`src/rtl/gf2n_mult_pipe.sv`:
```
// Pipelined GF(2^N) multiplier/squarer: CH channels share one operand x.
// Elastic valid/ready pipeline with bubble collapse and a synchronous flush.
module gf2n_mult_pipe #(
   parameter int             N      = 4,
   parameter logic [N-1:0]   POLY   = 4'b0011,
   parameter int             CH     = 2,
   parameter int             STAGES = 2
) (
   input  logic              clk,
   input  logic              rst_n,
   input  logic              clear,
   input  logic              in_valid,
   output logic              in_ready,
   input  logic              in_mode,
   input  logic [N-1:0]      in_x,
   input  logic [CH*N-1:0]   in_y,
   output logic              out_valid,
   input  logic              out_ready,
   output logic [CH*N-1:0]   out_p,
   output logic [2:0]        occupancy
);

   localparam int PW = 2*N-1;

   function automatic logic [PW-1:0] clmul(input logic [N-1:0] a, input logic [N-1:0] b);
      logic [PW-1:0] acc;
      logic [PW-1:0] ax;
      acc = '0;
      ax  = {{(N-1){1'b0}}, a};
      for (int i = 0; i < N; i++) begin
         if (b[i]) acc = acc ^ (ax << i);
      end
      return acc;
   endfunction

   // Fold each bit above x^(N-1) back down using x^N = POLY, highest bit first.
   function automatic logic [N-1:0] reduce(input logic [PW-1:0] p);
      logic [PW-1:0] r;
      logic [PW-1:0] pw;
      r  = p;
      pw = {{(N-1){1'b0}}, POLY};
      for (int i = PW-1; i >= N; i--) begin
         if (r[i]) begin
            r    = r ^ (pw << (i-N));
            r[i] = 1'b0;
         end
      end
      return r[N-1:0];
   endfunction

   function automatic logic [CH*PW-1:0] prod_all(input logic [N-1:0] x,
                                                 input logic [CH*N-1:0] y,
                                                 input logic sq);
      logic [CH*PW-1:0] r;
      logic [N-1:0]     yc;
      r = '0;
      for (int c = 0; c < CH; c++) begin
         yc = y[c*N +: N];
         r[c*PW +: PW] = clmul(yc, sq ? yc : x);
      end
      return r;
   endfunction

   function automatic logic [CH*N-1:0] reduce_all(input logic [CH*PW-1:0] p);
      logic [CH*N-1:0] r;
      r = '0;
      for (int c = 0; c < CH; c++) begin
         r[c*N +: N] = reduce(p[c*PW +: PW]);
      end
      return r;
   endfunction

   logic [STAGES-1:0] vld_p;
   logic [STAGES-1:0] take;
   logic [CH*N-1:0]   out_data;

   // take[k]: stage k loads this cycle, i.e. it is empty or its beat moves on.
   always_comb begin
      take = '0;
      take[STAGES-1] = !vld_p[STAGES-1] || out_ready;
      for (int k = STAGES-2; k >= 0; k--) begin
         take[k] = !vld_p[k] || take[k+1];
      end
   end

   assign in_ready  = take[0] && !clear;
   assign out_valid = vld_p[STAGES-1];
   assign out_p     = vld_p[STAGES-1] ? out_data : '0;

   always_comb begin
      occupancy = '0;
      for (int k = 0; k < STAGES; k++) begin
         occupancy = occupancy + {2'b00, vld_p[k]};
      end
   end

   always_ff @(posedge clk or negedge rst_n) begin
      if (!rst_n) begin
         vld_p <= '0;
      end else if (clear) begin
         vld_p <= '0;
      end else begin
         if (take[0]) vld_p[0] <= in_valid && in_ready;
         for (int k = 1; k < STAGES; k++) begin
            if (take[k]) vld_p[k] <= vld_p[k-1];
         end
      end
   end

   generate
      if (STAGES == 1) begin : g_one
         logic [CH*N-1:0] res_p0;

         // Stage 0 boundary: full multiply and reduction in one cycle.
         always_ff @(posedge clk or negedge rst_n) begin
            if (!rst_n) begin
               res_p0 <= '0;
            end else if (take[0]) begin
               res_p0 <= reduce_all(prod_all(in_x, in_y, in_mode));
            end
         end

         assign out_data = res_p0;
      end else begin : g_multi
         logic [CH*PW-1:0] prod_p0;
         logic [CH*N-1:0]  res_p [1:STAGES-1];

         // Stage 0 boundary: unreduced carry-less product.
         always_ff @(posedge clk or negedge rst_n) begin
            if (!rst_n) begin
               prod_p0 <= '0;
            end else if (take[0]) begin
               prod_p0 <= prod_all(in_x, in_y, in_mode);
            end
         end

         // Stage 1 boundary: reduced result; later stages are pure delay.
         always_ff @(posedge clk or negedge rst_n) begin
            if (!rst_n) begin
               for (int k = 1; k < STAGES; k++) res_p[k] <= '0;
            end else begin
               if (take[1]) res_p[1] <= reduce_all(prod_p0);
               for (int k = 2; k < STAGES; k++) begin
                  if (take[k]) res_p[k] <= res_p[k-1];
               end
            end
         end

         assign out_data = res_p[STAGES-1];
      end
   endgenerate

endmodule

```
`config.mk`:
```
export PLATFORM = sky130hd
export DESIGN_NAME = gf2n_mult_pipe
export DESIGN_NICKNAME = d
export VERILOG_FILES = /design/src/rtl/gf2n_mult_pipe.sv
export SDC_FILE = /design/constraint.sdc
export NUM_CORES = 1
export LEC_CHECK = 0
export ABC_AREA = 1
export CORE_UTILIZATION = 47
export DETAILED_ROUTE_END_ITERATION = 10
export PLACE_DENSITY = 0.76
export SLEW_MARGIN = 20
export SYNTH_ARGS = -nofsm -noshare
export SYNTH_HDL_FRONTEND = slang
export SYNTH_SLANG_ARGS = --single-unit
```
`constraint.sdc`:
```
create_clock -name clk -period 1.1 [get_ports clk]
set_input_delay 0.165 -clock clk [delete_from_list [all_inputs] [get_ports clk]]
set_output_delay 0.165 -clock clk [all_outputs]
set_load 0.005 [all_outputs]
```
==> flow_metrics.tcl <==
set metrics [dict create \
    grt-ovfl-total 0 \
    synth_top_family_by_area "simple AND/OR/NAND/NOR gates" \
    status "finished, violations left" \
    worstSetupEndpointType "register" \
    pwr_density_cell_nw_per_um2 960 \
    grt_pass1_vias 1831 \
    core_area_um2 3440 \
    area.growth.synth_to_final_pct 62.8 \
    required_ps 1260 \
    wl_per_cell_um 15.5 \
    final_cell_mix "nand2_1 (76), buf_4 (39), inv_1 (25)" \
    synthAdderAreaFrac_pct 0.718 \
    layout-drive-gt1-share_pct 42.1 \
    initial_core_util_pct 50.6 \
    clock_latency_ps 270 \
    syn_area_um2 1740 \
    htree_levels 1 \
    critPathLaunchType "register" \
    viasPerCell 5.07 \
    maxCapViolCount 0 \
    fin_crit_sh_pct 147 \
    p_total_w 0.00272 \
    cts_tree "done" \
    io_buffer_count 29 \
    hold_buffers 0 \
    cp_max_fo 7 \
    yosys.area_share.xor_xnor_pct 4.02 \
    placed_area_um2 2290 \
    synth_mux_area_share_pct 0 \
    syn_avg_cell_area_um2 7.08 \
    min_path_type "in2async" \
    fin_util_pct 82.4 \
    grtUsageTotal_pct 26.4 \
    setup_viol 36 \
    die_w_um 62.9 \
    drtIter0Drc 86 \
    hpwl_um 2590 \
    slew_viol_final 0 \
    io-pin-count 31 \
    ys_seq_area_share_pct 34.5 \
    final_common_cell "nand2_1" \
    die-area_um2 3950 \
    fin_ws_ps -518 \
    crit_type "reg2reg" \
    tns_ps -12510 \
    p_leak_nw 1.60 \
    drt-total-wl_um 5890 \
    cp_data_arrival_time_ps 1780 \
    synth_compound_area_share_pct 10.3 \
    first_pass_iters 4 \
    cts_max_path_buffers 2 \
    fmax_mhz 618 \
    clk_pin_slew_ps 90 \
    postSynthRegisterBits 24 \
    fin_skew_ps 4.72 \
    place_congestion 0.853 \
    violations "negative setup slack" \
    antenna_found_initial 0 \
    clock_sinks 24 \
    cts_inserted_buffers 3 \
    drtAntennaViolNets 0 \
    synth_nets 265 \
    grt_max_degree 25 \
    ys_types 28 \
    cts-root-buf "clkbuf_8" \
    fin_crit_ps 1620 \
    grt_pass1_wl_um 8130 \
    rows 21 \
    synth_cells 246 \
    ir_drop_mv 0.668 \
    rsz0062_at_grt "yes" \
    n_antenna_cell 0 \
    final_area_um2 2840 \
    vias 1930 \
    hold_violations 0 \
    yosysWarningCount 0 \
    dieHeight_um 62.9 \
    num-nets-final 356 \
    drc 0 \
    synth-simple-area-share_pct 38.1 \
]
==> kinds of logic (layout without fill, tap and decap cells) <==
family | Yosys count | after routing
AO/OA/AOI/OAI | 30 | 30
other | 1 | 1
buffers and inverters | 40 | 129
flip-flops | 24 | 24
AND/OR/NAND/NOR | 142 | 142
adder cells (fa/ha/maj) | 1 | 1
XOR/XNOR | 8 | 8
==> registers in the layout, indices dropped and copies added, names as in the netlist <==
name             cells
g_multi.res_p        8
vld_p                2
g_multi.prod_p0     14
==> critical path: stages (launching register included) <==
cell and delay [ps]:
dfrtp_1 430, buf_6 140, inv_6 60, nor2_8 40, clkinv_4 80, nor2_8 30, buf_4 140, buf_6 130
buf_12 140, buf_4 130, nand2_1 110, o31ai_2 80
==> cells in the mapped netlist <==
| cell | number | share of area (%) |
|---|---|---|
| nor2_8 | 2 | 2.3 |
| buf_8 | 1 | 0.86 |
| inv_2 | 1 | 0.22 |
| nand2_2 | 6 | 2.2 |
| xnor2_1 | 4 | 2.0 |
| buf_6 | 2 | 1.3 |
| inv_8 | 1 | 0.65 |
| or2_2 | 3 | 1.1 |
| inv_6 | 1 | 0.50 |
| nand2_4 | 5 | 3.2 |
| ha_1 | 1 | 0.72 |
| a21oi_1 | 9 | 2.6 |
| inv_1 | 31 | 6.7 |
| xor2_1 | 4 | 2.0 |
| nand3_1 | 22 | 6.3 |
| nand3b_1 | 1 | 0.43 |
| nand2_1 | 94 | 20 |
| o21ai_2 | 6 | 3.0 |
| o31ai_1 | 2 | 0.86 |
| o21a_1 | 1 | 0.43 |
| nand3_2 | 1 | 0.57 |
| o21ai_0 | 12 | 3.4 |
| dfrtp_1 | 24 | 34 |
| buf_12 | 1 | 1.1 |
| nor2_1 | 8 | 1.7 |
| conb_1 | 1 | 0.22 |
| buf_4 | 1 | 0.43 |
| inv_4 | 1 | 0.36 |
==> cell type report <==
cell class / count / area (µm²)
clock buffers: 3 / 41.3
fillers: 202 / 607
inverters: 35 / 156
multi-input cells: 182 / 1080
flip-flops and latches: 24 / 601
well taps: 46 / 57.6
repair buffers: 91 / 903
==> metrics by stage <==
| stage | hold WS (ps) | instances | setup WS (ps) |
|---|---|---|---|
| finish | 245 | 381 | -518 |
| global route | 259 | 381 | -549 |
| CTS | 256 | 373 | -441 |
| detailed placement | 468 | 347 | -771 |
| global placement | 462 | 347 | -770 |
| floorplan | -131 | 246 | -117 |
==> routing by layer <==
metal  part of all wire, %  track usage (%)
met4                   4.5             12.8
met5                     0                0
met3                   3.3             2.74
met1                    39             27.9
met2                    53             50.9
==> final timing paths <==
path	from	endpoint	slack [ps]	cells after the start
min in group clk	in_valid	vld_p[0]	510	3
worst min register to register	g_multi.prod_p0[10]	g_multi.prod_p0[10]	540	2
worst max-delay path	vld_p[1]	g_multi.prod_p0[13]	-520	11
max in group asynchronous	rst_n	g_multi.res_p[2]	710	2
worst max register to register	vld_p[1]	g_multi.prod_p0[13]	-520	11
worst min-delay path	rst_n	g_multi.res_p[1]	240	2
==> where the power goes <==
part / switching (W) / internal, W / leakage [nW] / total [W]
clock network: 0.000291 / 0.000246 / 0.0216 / 0.000537
logic: 0.000495 / 0.000499 / 1.29 / 0.000994
registers: 0.000172 / 0.00102 / 0.290 / 0.00119
total: 0.000957 / 0.00177 / 1.60 / 0.00272
==> timing repair <==
action	in CTS	in global routing
gates resized for setup	93	43
endpoints found under the setup margin	32	36
pin swaps	0	5
setup buffers	19	8
cloned	4	1
No activity file was read; power rests on OpenSTA's default activity.
